## src/rtl/vending_machine_multi_pkg.sv

```systemverilog
// Shared definitions for the multi-product vending controller family.
//   - 2-bit coin codes used on the coin-in and coin-return interfaces
//   - FSM state encoding used by the controller top level
package vending_machine_multi_pkg;

  // Coin codes: 00 means "no coin" on both the acceptor and the hopper side.
  localparam logic [1:0] CODE_NONE = 2'b00;
  localparam logic [1:0] CODE_A    = 2'b01;
  localparam logic [1:0] CODE_B    = 2'b10;
  localparam logic [1:0] CODE_C    = 2'b11;

  // IDLE holds zero credit, COLLECT holds non-zero credit.
  typedef enum logic [1:0] {
    ST_IDLE    = 2'd0,
    ST_COLLECT = 2'd1,
    ST_VEND    = 2'd2,
    ST_CHANGE  = 2'd3
  } state_e;

endpackage

```

## src/rtl/vending_machine_multi_change_picker.sv

```systemverilog
// vm_change_picker: combinational change selector.
//   credit_i : remaining credit to pay back
//   code_o   : code of the largest coin whose value is <= credit_i (CODE_NONE if none fits)
//   value_o  : value of that coin in money units (0 when code_o is CODE_NONE)
module vm_change_picker
  import vending_machine_multi_pkg::*;
#(
  parameter int CRED_W = 8,
  parameter int COIN_A = 5,
  parameter int COIN_B = 10,
  parameter int COIN_C = 25
) (
  input  logic [CRED_W-1:0] credit_i,
  output logic [1:0]        code_o,
  output logic [CRED_W-1:0] value_o
);

  // Largest-first greedy pick over the three coin denominations.
  always_comb begin
    code_o  = CODE_NONE;
    value_o = {CRED_W{1'b0}};
    if (credit_i >= CRED_W'(COIN_C)) begin
      code_o  = CODE_C;
      value_o = CRED_W'(COIN_C);
    end else if (credit_i >= CRED_W'(COIN_B)) begin
      code_o  = CODE_B;
      value_o = CRED_W'(COIN_B);
    end else if (credit_i >= CRED_W'(COIN_A)) begin
      code_o  = CODE_A;
      value_o = CRED_W'(COIN_A);
    end else begin
      code_o  = CODE_NONE;
      value_o = {CRED_W{1'b0}};
    end
  end

endmodule

```

## src/rtl/vending_machine_multi.sv

```systemverilog
// vending_machine_multi: parametrised multi-product vending controller.
// Accepts coded coins into a saturating credit, vends the selected product when the
// credit covers its price, and pays back change or a cancel refund one coin per cycle,
// largest coin first.
// Ports:
//   clk, reset          : rising-edge clock, asynchronous active-high reset
//   in                  : coin code (00 none, 01 COIN_A, 10 COIN_B, 11 COIN_C)
//   sel, sel_valid      : product index and one-cycle request strobe
//   cancel              : one-cycle refund request (honoured only while collecting)
//   bottle, prod_id     : one-cycle vend pulse and the product being vended
//   change              : coin code returned this cycle (00 = none)
//   coin_reject         : pulse, the coin offered in the previous cycle was not taken
//   busy                : high while vending or paying back change
//   credit              : current credit
// All outputs come straight from flops.
module vending_machine_multi
  import vending_machine_multi_pkg::*;
#(
  parameter int                             NUM_PROD   = 4,
  parameter int                             CRED_W     = 8,
  parameter logic [NUM_PROD*CRED_W-1:0]     PRICE_LIST = {8'd25, 8'd20, 8'd15, 8'd10},
  parameter int                             COIN_A     = 5,
  parameter int                             COIN_B     = 10,
  parameter int                             COIN_C     = 25,
  parameter int                             MAX_CREDIT = 100,
  localparam int                            SEL_W      = (NUM_PROD > 1) ? $clog2(NUM_PROD) : 1
) (
  input  logic              clk,
  input  logic              reset,
  input  logic [1:0]        in,
  input  logic [SEL_W-1:0]  sel,
  input  logic              sel_valid,
  input  logic              cancel,
  output logic              bottle,
  output logic [SEL_W-1:0]  prod_id,
  output logic [1:0]        change,
  output logic              coin_reject,
  output logic              busy,
  output logic [CRED_W-1:0] credit
);

  // Configuration sanity: every amount must be a multiple of the smallest coin so the
  // greedy payback always lands exactly on zero.
  if (MAX_CREDIT >= (1 << CRED_W) || (MAX_CREDIT % COIN_A) != 0 ||
      (COIN_B % COIN_A) != 0 || (COIN_C % COIN_A) != 0) begin : g_bad_cfg
    $error("vending_machine_multi: MAX_CREDIT or coin values inconsistent with COIN_A/CRED_W");
  end
  for (genvar p = 0; p < NUM_PROD; p++) begin : g_price_chk
    if ((int'(PRICE_LIST[p*CRED_W +: CRED_W]) % COIN_A) != 0) begin : g_bad_price
      $error("vending_machine_multi: price is not a multiple of COIN_A");
    end
  end

  state_e             state_q, state_d;
  logic [CRED_W-1:0]  credit_q, credit_d;
  logic               bottle_q, bottle_d;
  logic [SEL_W-1:0]   prod_id_q, prod_id_d;
  logic [1:0]         change_q, change_d;
  logic               coin_reject_q, coin_reject_d;
  logic               busy_q, busy_d;

  logic [CRED_W-1:0]  coin_val_s;
  logic [CRED_W:0]    sum_s;
  logic [CRED_W-1:0]  price_s;
  logic               sel_ok_s;
  logic [1:0]         pick_code_s;
  logic [CRED_W-1:0]  pick_val_s;

  vm_change_picker #(
    .CRED_W (CRED_W),
    .COIN_A (COIN_A),
    .COIN_B (COIN_B),
    .COIN_C (COIN_C)
  ) u_picker (
    .credit_i (credit_q),
    .code_o   (pick_code_s),
    .value_o  (pick_val_s)
  );

  // Coin value decode and price lookup for the requested product.
  always_comb begin
    coin_val_s = {CRED_W{1'b0}};
    case (in)
      CODE_A:  coin_val_s = CRED_W'(COIN_A);
      CODE_B:  coin_val_s = CRED_W'(COIN_B);
      CODE_C:  coin_val_s = CRED_W'(COIN_C);
      default: coin_val_s = {CRED_W{1'b0}};
    endcase
    // One extra bit so the ceiling compare can never be fooled by wrap-around.
    sum_s    = {1'b0, credit_q} + {1'b0, coin_val_s};
    sel_ok_s = (32'(sel) < NUM_PROD);
    if (sel_ok_s) begin
      price_s = PRICE_LIST[32'(sel)*CRED_W +: CRED_W];
    end else begin
      price_s = {CRED_W{1'b0}};
    end
  end

  // Next-state, credit and output computation.
  always_comb begin
    state_d       = state_q;
    credit_d      = credit_q;
    bottle_d      = 1'b0;
    prod_id_d     = {SEL_W{1'b0}};
    change_d      = CODE_NONE;
    coin_reject_d = 1'b0;
    case (state_q)
      ST_IDLE, ST_COLLECT: begin
        // Priority cancel > sel_valid > coin; a coin losing to a winning request is rejected.
        if (cancel && (state_q == ST_COLLECT)) begin
          state_d       = ST_CHANGE;
          coin_reject_d = (in != CODE_NONE);
        end else if (sel_valid && sel_ok_s && (credit_q >= price_s)) begin
          state_d       = ST_VEND;
          credit_d      = credit_q - price_s;
          bottle_d      = 1'b1;
          prod_id_d     = sel;
          coin_reject_d = (in != CODE_NONE);
        end else if (in != CODE_NONE) begin
          if (sum_s <= (CRED_W+1)'(MAX_CREDIT)) begin
            credit_d = sum_s[CRED_W-1:0];
            state_d  = ST_COLLECT;
          end else begin
            coin_reject_d = 1'b1;
          end
        end else begin
          state_d = state_q;
        end
      end
      ST_VEND, ST_CHANGE: begin
        // Payback starts in the VEND cycle so the first coin follows the bottle pulse
        // directly. A zero pick value would stall forever, so it also ends payback.
        coin_reject_d = (in != CODE_NONE);
        if ((credit_q != {CRED_W{1'b0}}) && (pick_val_s != {CRED_W{1'b0}})) begin
          change_d = pick_code_s;
          credit_d = credit_q - pick_val_s;
          state_d  = ST_CHANGE;
        end else begin
          credit_d = {CRED_W{1'b0}};
          state_d  = ST_IDLE;
        end
      end
      default: begin
        state_d  = ST_IDLE;
        credit_d = {CRED_W{1'b0}};
      end
    endcase
    busy_d = (state_d == ST_VEND) || (state_d == ST_CHANGE);
  end

  // State, credit and output registers; reset aborts any operation in progress.
  always_ff @(posedge clk or posedge reset) begin
    if (reset) begin
      state_q       <= ST_IDLE;
      credit_q      <= {CRED_W{1'b0}};
      bottle_q      <= 1'b0;
      prod_id_q     <= {SEL_W{1'b0}};
      change_q      <= CODE_NONE;
      coin_reject_q <= 1'b0;
      busy_q        <= 1'b0;
    end else begin
      state_q       <= state_d;
      credit_q      <= credit_d;
      bottle_q      <= bottle_d;
      prod_id_q     <= prod_id_d;
      change_q      <= change_d;
      coin_reject_q <= coin_reject_d;
      busy_q        <= busy_d;
    end
  end

  assign bottle      = bottle_q;
  assign prod_id     = prod_id_q;
  assign change      = change_q;
  assign coin_reject = coin_reject_q;
  assign busy        = busy_q;
  assign credit      = credit_q;

endmodule

```

## config.mk

```make
export PLATFORM = sky130hd
export DESIGN_NAME = vending_machine_multi
export DESIGN_NICKNAME = d
export VERILOG_FILES = /design/src/rtl/vending_machine_multi_pkg.sv /design/src/rtl/vending_machine_multi_change_picker.sv /design/src/rtl/vending_machine_multi.sv
export SDC_FILE = /design/constraint.sdc
export NUM_CORES = 1
export LEC_CHECK = 0
export ABC_AREA = 1
export BUFFER_PORTS_ARGS = -buffer_cell sky130_fd_sc_hd__buf_4
export CAP_MARGIN = 20
export CORE_ASPECT_RATIO = 0.9
export CORE_MARGIN = 1.5
export CORE_UTILIZATION = 55
export DETAILED_ROUTE_END_ITERATION = 7
export PLACE_DENSITY = 0.73
export SYNTH_ARGS = -nofsm -noshare
export SYNTH_HDL_FRONTEND = slang
export SYNTH_HIERARCHICAL = 1
export SYNTH_SLANG_ARGS = --single-unit
export TNS_END_PERCENT = 50
```

## constraint.sdc

```tcl
create_clock -name clk -period 2.7 [get_ports clk]
set_input_delay 0.135 -clock clk [delete_from_list [all_inputs] [get_ports clk]]
set_output_delay 0.135 -clock clk [all_outputs]
set_load 0.01 [all_outputs]
```

==> results.py, run 1 <==
metrics = {
    "outcome": {
        "outcome": "finished, final reports clean",
    },
    "yosys": {
        "yosysSeqAreaShare": 0.209,
        "syn_avg_cell_area_um2": 6.48,
        "async_reset_ff_frac": 1.00,
        "synthSimpleGateAreaFrac": 0.426,
        "syn_area_um2": 2030,
        "netlist.area_leader.share": 0.209,
        "synthTopCellsByCount": "nand2_1 (94), inv_1 (53), nand3_1 (31), nor2_1 (20), ha_1 (18)",
        "synth_compound_area_frac": 0.0486,
        "yosys_warnings": 6,
        "ys_seq_elements": 17,
        "synth_xor_area_frac": 0.0431,
        "synthCells": 314,
        "yosys.area.top_type": "dfrtp_1",
        "yosysUniqueCellTypes": 32,
        "synthAdderAreaFrac": 0.140,
        "synth_edf_count": 0,
        "yosys-top-cells-area": "dfrtp_1 (21%), nand2_1 (17%), ha_1 (11%), inv_1 (9.8%), nand3_1 (7.6%)",
        "synth_top_family_by_area": "simple AND/OR/NAND/NOR gates",
        "synth_mux_area_frac": 0,
        "synthFlopType": "dfrtp_1",
        "synth.most_common_cell": "nand2_1",
    },
    "cells_and_area": {
        "num_antenna_cells": 0,
        "final_layout_size_suffix_gt1_frac": 0.162,
        "area_growth_pct": 13.2,
        "final_cells": 384,
        "nFillCells": 321,
        "register_area_um2": 428,
        "multi_input_area_um2": 1350,
        "nNetsFinal": 370,
    },
    "critical_path": {
        "cp.arrival_ns": 2.63,
        "path_buf_inv": 1,
        "cp_num_cells": 15,
        "r2r_start": "credit[0]",
        "start_kind": "flip-flop",
        "max_stage_delay_ns": 0.50,
        "r2r_cells": 15,
        "required_ns": 2.90,
        "worstPathCellList": "nor2_1, o21ai_0, nand2_2, nand2_1, ha_1, inv_1, fa_1, nand3_1, nand2_1, xnor2_1, nor2_1, nand2_1, nand3_1, nand3_1, nand2_1",
        "path_class": "reg2reg",
        "cpMostUsedCell": "nand2_1",
        "crit_path_end_kind": "flip-flop",
        "slowest_stage": "dfrtp_1",
        "cp_max_fo": 6,
        "r2r_end": "credit[4]",
        "crit_family": "simple AND/OR/NAND/NOR gates",
        "reg2reg_slack_ns": 0.26,
    },
    "hold_path": {
        "min_to": "prod_id[0]",
        "hp-start": "sel[0]",
        "hold_class": "in2reg",
        "min_path_cells": 3,
    },
    "place": {
        "io_buffers": 22,
        "dp_hpwl_mm": 4.32,
        "gp_congestion": 0.993,
        "dp_cells": 379,
    },
    "die": {
        "io_pins": 23,
        "initial_core_util": 0.589,
        "std_cell_rows": 20,
        "dieHeight_um": 60.7,
        "core_um2": 3450,
        "die_area_um2": 4070,
        "die_x_um": 67.1,
    },
    "power_and_ir_drop": {
        "p_leak_nw": 1.30,
        "ir_drop_v": 0.000591,
        "power_density_nw_per_um2": 1230,
    },
    "clock_tree": {
        "cts_buffer_depth": 2,
        "cts_buffers": 3,
        "clk_pin_slew_ns": 0.07,
        "cts_tree": "done",
        "root_buffer": "clkbuf_8",
        "clk_latency_ns": 0.26,
        "clkSinkCount": 17,
        "postCtsSetupRepairBufs": 0,
        "htree_levels": 1,
    },
    "route": {
        "wl_per_cell_um": 13.9,
        "wirelength_mm": 5.34,
        "vias": 2063,
        "ant_nets": 0,
        "first_pass_iters": 5,
        "first_iter_violations": 148,
        "detail_route.drc_violations": 0,
        "vias_per_cell": 5.37,
    },
    "sta": {
        "finalCritPeriodShare": 0.902,
        "hold_viol": 0,
        "tightest_slew_ns": 0.664,
        "relSlewSlack": 0.557,
        "layout_min_cycle_time_ns": 2.44,
        "tns_ns": 0,
        "whs_ns": 0.190,
        "slew_viol_final": 0,
        "setup_viol": 0,
        "skew_ns": 0.00834,
        "fmax_ghz": 0.411,
        "rsz0062_at_grt": "no",
    },
    "grt": {
        "grt_pass1_vias": 1918,
        "grt_overflow_total": 0,
        "grt_max_degree": 18,
        "track_usage": 0.292,
        "grt_pass1_wl_mm": 8.94,
        "antenna_found_initial": 0,
    },
    "run": {
        "cap_violations": 0,
    },
}
-- final cells by class --
cell class              count  area share
inverters                  56      0.0923
well taps                  44      0.0239
multi-input cells         235       0.586
flip-flops and latches     17       0.186
clock buffers               4      0.0196
repair buffers             28      0.0923
-- through the flow --
| step | util | total power, mW | setup slack, ns | instance area [µm²] |
|---|---|---|---|---|
| after detailed placement | 0.650 | 2.59 | 0.209 | 2250 |
| after CTS | 0.666 | 2.79 | 0.197 | 2300 |
| after global routing | 0.667 | 3.14 | 0.0395 | 2300 |
| after floorplan | - | 2.03 | 0.312 | 2040 |
| after global placement | 0.650 | 2.57 | 0.269 | 2250 |
| final | 0.667 | 2.82 | 0.265 | 2300 |
-- tightest hold or removal path, stage by stage --
cell    delay [ns]
buf_4         0.09
inv_1         0.07
nor2_1        0.11
-- layout by cell type (no fill, tap or decap) --
master	netlist	layout
nand4_1	9	9
nand2_1	94	94
conb_1	1	3
nand3b_1	2	2
or2_2	3	3
inv_4	1	1
a31oi_1	1	1
nor2_2	3	3
nor2_1	20	20
ha_1	18	18
nor4_1	3	3
nand3_1	31	31
o21ai_0	4	4
dfrtp_2	0	2
xnor2_1	5	5
buf_4	6	27
nor2_4	2	2
o21ai_1	2	2
dlygate4sd3_1	0	1
nor2_8	1	1
inv_2	2	2
xor2_1	5	5
nand3_2	2	2
nand2_2	4	4
nor3_2	2	2
nand2_4	3	3
clkbuf_8	0	3
inv_1	53	53
o211ai_1	1	1
dfrtp_1	17	15
a21oi_1	11	11
clkbuf_1	1	1
nor3_1	3	3
fa_1	3	3
-- logic make-up (layout without fill, tap and decap cells) --
logic type,Yosys count,in the layout
adder cells (fa/ha/maj),21,21
buffers and inverters,64,88
flip-flops,17,17
AO/OA/AOI/OAI,19,19
XOR/XNOR,10,10
other,1,3
AND/OR/NAND/NOR,182,182
-- worst max path at each step --
| stage | startpoint | endpoint | slack, ns |
|---|---|---|---|
| after floorplan | credit[1] | credit[4] | 0.31 |
| after global placement | credit[2] | credit[6] | 0.27 |
| after detailed placement | credit[2] | credit[4] | 0.21 |
| after CTS | credit[2] | credit[4] | 0.20 |
| after global routing | credit[0] | credit[4] | 0.04 |
| final | credit[0] | credit[4] | 0.26 |
-- registers in the layout, summed over array words and instances, names as in the netlist --
name         flops
credit           8
change           2
prod_id          2
state_q          2
bottle           1
busy             1
coin_reject      1
-- layer usage --
metal	track usage	part of all wire	vias up
met2	0.481	0.44	87
met5	0	0	-
met3	0.0594	0.086	13
met1	0.402	0.45	921
li1	-	-	1042
met4	0.0612	0.021	0
-- power by group --
group / switching, mW / internal [mW]
sequential: 0.151 / 0.349
clock: 0.0877 / 0.105
combinational: 1.25 / 0.878
-- repair_timing --
| action | 4_1_cts | 5_1_grt |
|---|---|---|
| hold endpoints to repair | 17 | 0 |
| hold buffers | 1 | 0 |
| setup endpoints to repair | 0 | 2 |
| gates resized for setup | 0 | 2 |
No activity file was read; power rests on OpenSTA's default activity.
==> run 2, diff against run 1 <==
--- a/config.mk
+++ b/config.mk
@@ -6,7 +6,7 @@
 export NUM_CORES = 1
 export LEC_CHECK = 0
 export ABC_AREA = 1
-export BUFFER_PORTS_ARGS = -buffer_cell sky130_fd_sc_hd__buf_4
+export BUFFER_PORTS_ARGS = -buffer_cell sky130_fd_sc_hd__buf_2
 export CAP_MARGIN = 20
 export CORE_ASPECT_RATIO = 0.9
 export CORE_MARGIN = 1.5
==> run 2 against run 1 <==
  * Non-clock buffer count unchanged
  * Count of clock-buffer cells in the layout unchanged
  * Via count down 2.6%
  * Largest cell class unchanged
  * Sequential share of layout area up 0.45 points
  * Highest routed layer unchanged
  * Sequential power hardly changed
==> results.py, run 2 (synthesis results as in run 1) <==
metrics = {
    "outcome": {
        "outcome": "finished, final reports clean",
    },
    "critical_path": {
        "cpMostUsedCell": "nand2_1",
        "required_ns": 2.85,
        "crit_family": "simple AND/OR/NAND/NOR gates",
        "start_kind": "flip-flop",
        "cp_max_fo": 6,
        "crit_path_end_kind": "flip-flop",
        "path_buf_inv": 1,
        "worstPathCellList": "nor2_1, o21ai_0, nand2_2, nand2_1, ha_1, inv_1, fa_1, nand4_1, nand3_1, nand2_1, nand2_1, nand2_1, nand3_1, nand3_1, nand2_1",
        "slowest_stage": "dfrtp_1",
        "path_class": "reg2reg",
        "max_stage_delay_ns": 0.50,
        "cp.arrival_ns": 2.56,
        "reg2reg_slack_ns": 0.29,
    },
    "sta": {
        "tns_ns": 0,
        "hold_viol": 0,
        "setup_viol": 0,
        "finalCritPeriodShare": 0.892,
        "slew_viol_final": 0,
        "relSlewSlack": 0.570,
        "skew_ns": 0.00574,
        "fmax_ghz": 0.415,
        "layout_min_cycle_time_ns": 2.41,
        "rsz0062_at_grt": "no",
        "tightest_slew_ns": 0.644,
    },
    "cells_and_area": {
        "final_cells": 384,
        "nFillCells": 339,
        "num_antenna_cells": 0,
        "layout_common_cells": "nand2_1 (94), inv_1 (53), nand3_1 (31), buf_2 (22), nor2_1 (20)",
        "nNetsFinal": 370,
        "final_common_cell": "nand2_1",
        "largest_register_ffs": 8,
        "final_layout_size_suffix_gt1_frac": 0.162,
        "area_growth_pct": 10.5,
    },
    "route": {
        "wirelength_mm": 5.08,
        "wl_per_cell_um": 13.2,
        "detail_route.drc_violations": 0,
        "first_iter_violations": 139,
        "ant_nets": 0,
        "first_pass_iters": 4,
        "vias_per_cell": 5.23,
        "vias": 2010,
    },
    "die": {
        "std_cell_rows": 20,
        "die_x_um": 67.1,
        "core_um2": 3450,
        "initial_core_util": 0.589,
        "io_pins": 23,
        "die_area_um2": 4070,
        "dieHeight_um": 60.7,
    },
    "clock_tree": {
        "cts_buffers": 3,
        "postCtsSetupRepairBufs": 0,
        "root_buffer": "clkbuf_8",
        "cts_buffer_depth": 2,
        "htree_levels": 1,
        "clk_pin_slew_ns": 0.07,
        "cts_tree": "done",
        "clk_latency_ns": 0.25,
        "clkSinkCount": 17,
    },
    "run": {
        "cap_violations": 0,
    },
    "place": {
        "io_buffers": 22,
        "gp_congestion": 0.971,
        "dp_hpwl_mm": 4.07,
        "dp_cells": 379,
    },
    "power_and_ir_drop": {
        "internal_power_mw": 1.29,
        "ir_drop_v": 0.000701,
        "finalPower_mw": 2.77,
        "p_leak_nw": 1.28,
        "combPwrFrac": 0.752,
        "power.share.clock": 0.068,
        "swShare": 0.535,
        "power_density_nw_per_um2": 1230,
        "seqPwrFrac": 0.180,
        "power.net_switching_mw": 1.48,
    },
    "grt": {
        "grt_pass1_vias": 1765,
        "grt_overflow_total": 0,
        "grt_max_degree": 18,
        "track_usage": 0.276,
        "antenna_found_initial": 0,
        "grt_pass1_wl_mm": 8.42,
    },
    "hold_path": {
        "hold_class": "in2reg",
    },
}
[run 2: path summary, 6_finish.rpt]
kind / from / cells past startpoint / end
max in group asynchronous: reset / 3 / credit[2]
min in group asynchronous: reset / 3 / credit[6]
setup reg to reg: credit[0] / 15 / credit[6]
hold reg to reg: state_q[0] / 4 / state_q[0]
setup / recovery: credit[0] / 15 / credit[6]
hold / removal: sel[0] / 3 / prod_id[0]
[run 2: what timing repair did]
action / CTS / global route
hold buffers: 1 / 0
endpoints found under the hold margin: 17 / 0
endpoints found under the setup margin: 0 / 1
gates resized for setup: 0 / 2
[run 2: cell type report]
| cell class | count | area (µm²) | share of cell area |
|---|---|---|---|
| Clock buffer | 4 | 45.0 | 0.0200 |
| Inverter | 56 | 213 | 0.0946 |
| Timing Repair Buffer | 28 | 158 | 0.0701 |
| Sequential cell | 17 | 428 | 0.190 |
| Multi-Input combinational cell | 235 | 1350 | 0.600 |
| Tap cell | 44 | 55.1 | 0.0245 |
[run 2: power by group through the flow]
stage	logic (mW)	clock network, mW	registers, mW
final	2.09	0.190	0.498
after global routing	2.37	0.198	0.508
after CTS	2.07	0.188	0.489
after detailed placement	2.05	0	0.495
after global placement	2.05	0	0.489
after floorplan	1.51	0	0.517
[run 2: routing by layer]
| layer | wire length (µm) | GRT usage |
|---|---|---|
| met4 | 40 | 0.0554 |
| met1 | 2620 | 0.430 |
| met5 | 0 | 0 |
| met3 | 285 | 0.0223 |
| met2 | 2130 | 0.420 |
[run 2: through the flow]
step / setup slack [ns] / hold slack (ns) / utilization / cell area (µm²)
after floorplan: 0.312 / 0.0611 / - / 2040
after global placement: 0.285 / 0.245 / 0.634 / 2190
after detailed placement: 0.269 / 0.255 / 0.634 / 2190
after CTS: 0.238 / 0.188 / 0.650 / 2250
after global routing: 0.0340 / 0.216 / 0.651 / 2250
final: 0.290 / 0.181 / 0.651 / 2250
[run 2: worst register-to-register path: cells and delay by family (launching register included)]
family	cells	cell delay (ns)
buffers and inverters	1	0.07
adders and majority gates	2	0.58
DFF	1	0.50
and+or+nand+nor	11	0.93
AOI/OAI and AO/OA	1	0.23
==> run 3, diff against run 2 <==
--- a/config.mk
+++ b/config.mk
@@ -8,11 +8,13 @@
 export ABC_AREA = 1
 export BUFFER_PORTS_ARGS = -buffer_cell sky130_fd_sc_hd__buf_2
 export CAP_MARGIN = 20
+export CELL_PAD_IN_SITES_DETAIL_PLACEMENT = 1
+export CELL_PAD_IN_SITES_GLOBAL_PLACEMENT = 1
 export CORE_ASPECT_RATIO = 0.9
 export CORE_MARGIN = 1.5
-export CORE_UTILIZATION = 55
+export CORE_UTILIZATION = 42
 export DETAILED_ROUTE_END_ITERATION = 7
-export PLACE_DENSITY = 0.73
+export PLACE_DENSITY = 0.78
 export SYNTH_ARGS = -nofsm -noshare
 export SYNTH_HDL_FRONTEND = slang
 export SYNTH_HIERARCHICAL = 1
==> run 3 against run 2 <==
  * Cell area up 2.6%
  * Non-clock buffer count is 4 higher
  * Count of clock-buffer cells in the layout is 1 lower
  * Combinational power increased by 9%
  * Final cell count up 5.7%
  * Critical path depth did not move
  * Maximum frequency down 2.4%
  * Register-to-register slack worse by 0.06 ns
  * Via count is 2.6% higher
  * Setup slack worse by 0.059 ns
  * Hold slack better by 0.0077 ns
==> results.py, run 3 (synthesis results as in run 1) <==
metrics = {
    "die": {
        "die_area_um2": 5270,
        "std_cell_rows": 23,
        "initial_core_util": 0.447,
        "die_x_um": 76.4,
        "core_um2": 4550,
        "io_pins": 23,
        "dieHeight_um": 69.0,
    },
    "route": {
        "wl_per_cell_um": 15.4,
        "wirelength_mm": 6.26,
        "ant_nets": 0,
        "vias_per_cell": 5.08,
        "first_pass_iters": 4,
        "vias": 2062,
        "first_iter_violations": 120,
        "detail_route.drc_violations": 0,
    },
    "critical_path": {
        "cpMostUsedCell": "nand2_1",
        "max_stage_delay_ns": 0.47,
        "crit_path_end_kind": "flip-flop",
        "worstPathCellList": "buf_4, ha_1, nand2_1, nand2_1, inv_1, nand2_1, nand2_1, nand2_1, nand3_1, o21ai_1, nand3_2, nand2_4, nand2_4, nand2_1, nand2_1",
        "crit_family": "simple AND/OR/NAND/NOR gates",
        "cp_max_fo": 8,
        "reg2reg_slack_ns": 0.23,
        "cp.arrival_ns": 2.61,
        "path_buf_inv": 2,
        "path_class": "reg2reg",
        "slowest_stage": "dfrtp_2",
        "start_kind": "flip-flop",
        "r2r_cells": 15,
        "required_ns": 2.84,
        "cp_num_cells": 15,
    },
    "place": {
        "dpl-instance-area_um2": 2220,
        "dp_hpwl_mm": 5.21,
        "dp_cells": 398,
        "io_buffers": 22,
        "gp_congestion": 0.868,
    },
    "grt": {
        "grt_max_degree": 18,
        "grt_use_met1": 0.361,
        "grt_pass1_vias": 2143,
        "grt_use_met3": 0.0212,
        "grt_overflow_total": 0,
        "grt_pass1_wl_mm": 10.8,
        "track_usage": 0.255,
        "grt_use_met2": 0.416,
        "antenna_found_initial": 0,
        "top_usage_layer": "met2",
    },
    "cells_and_area": {
        "final_layout_size_suffix_gt1_frac": 0.183,
        "final_common_cell": "nand2_1",
        "layout_common_cells": "nand2_1 (93), inv_1 (53), nand3_1 (31), buf_2 (22), nor2_1 (20)",
        "final_area_um2": 2310,
        "area_growth_pct": 13.4,
        "final_cells": 406,
        "utilization": 0.507,
        "nNetsFinal": 374,
        "num_antenna_cells": 0,
        "largest_register_ffs": 8,
    },
    "sta": {
        "hold_viol": 0,
        "fmax_ghz": 0.405,
        "skew_ns": 0.00499,
        "setup_viol": 0,
        "relSlewSlack": 0.577,
        "finalCritPeriodShare": 0.914,
        "tightest_slew_ns": 0.633,
        "slew_viol_final": 0,
        "rsz0062_at_grt": "no",
        "whs_ns": 0.188,
        "layout_min_cycle_time_ns": 2.47,
        "tns_ns": 0,
    },
    "clock_tree": {
        "cts_tree": "done",
        "cts_buffer_depth": 2,
        "clk_pin_slew_ns": 0.07,
        "cts_buffers": 3,
        "htree_levels": 1,
        "root_buffer": "clkbuf_8",
        "clkSinkCount": 17,
        "clk_latency_ns": 0.26,
    },
    "hold_path": {
        "min_path_cells": 3,
        "hold_class": "in2reg",
    },
    "power_and_ir_drop": {
        "power_density_nw_per_um2": 1270,
        "p_leak_nw": 1.30,
        "ir_drop_v": 0.000596,
    },
    "run": {
        "cap_violations": 0,
    },
    "outcome": {
        "outcome": "finished, final reports clean",
    },
}
run 3: changes by cell type in the layout (fill, tap and decap cells not counted), sizes merged:
cell,before,now
buf,27,31
clkbuf,4,3
clkinv,0,1
run 3: layer usage:
| metal | vias up | part of all wire | routed length, µm |
|---|---|---|---|
| met1 | 978 | 0.51 | 3170 |
| met3 | 5 | 0.026 | 163 |
| met4 | 0 | 0.0074 | 46 |
| met5 | - | 0 | 0 |
| li1 | 1047 | - | - |
| met2 | 32 | 0.46 | 2880 |
run 3: area by class of cell:
class / count / area, µm²
clock buffers: 3 / 41.3
multi-input cells: 235 / 1350
flip-flops and latches: 17 / 430
clock inverters: 1 / 5.00
fillers: 647 / 2240
repair buffers: 32 / 188
well taps: 62 / 77.6
inverters: 56 / 213
run 3: worst paths after layout:
check,from,endpoint
worst min register to register,credit[0],credit[0]
worst min-delay path,sel[0],prod_id[0]
worst max-delay path,credit[2],credit[2]
worst max register to register,credit[2],credit[2]
min in group asynchronous,reset,state_q[0]
max in group asynchronous,reset,credit[1]
run 3: worst register-to-register path: stages, from the launching register on:
cell and delay [ns]:
dfrtp_2 0.47, buf_4 0.18, ha_1 0.39, nand2_1 0.08, nand2_1 0.09, inv_1 0.06, nand2_1 0.11, nand2_1 0.06
nand2_1 0.08, nand3_1 0.07, o21ai_1 0.17, nand3_2 0.18, nand2_4 0.15, nand2_4 0.10, nand2_1 0.09, nand2_1 0.07
run 3: stage by stage:
stage | total power, mW | worst slack (ns)
after global placement | 2.62 | 0.104
after global routing | 3.25 | 0.0196
after detailed placement | 2.68 | 0.0799
after floorplan | 2.03 | 0.312
final | 2.94 | 0.232
after CTS | 2.90 | 0.0693
run 3: repair_timing:
item                                    4_1_cts  5_1_grt
hold buffers                                  1        0
endpoints found under the setup margin        0        4
gates resized for setup                       0        5
setup buffers                                 0        3
hold endpoints to repair                     17        0
run 3: power by group:
part / internal [mW] / switching, mW / total [mW]
combinational: 0.879 / 1.39 / 2.27
sequential: 0.352 / 0.122 / 0.474
clock: 0.103 / 0.0968 / 0.200
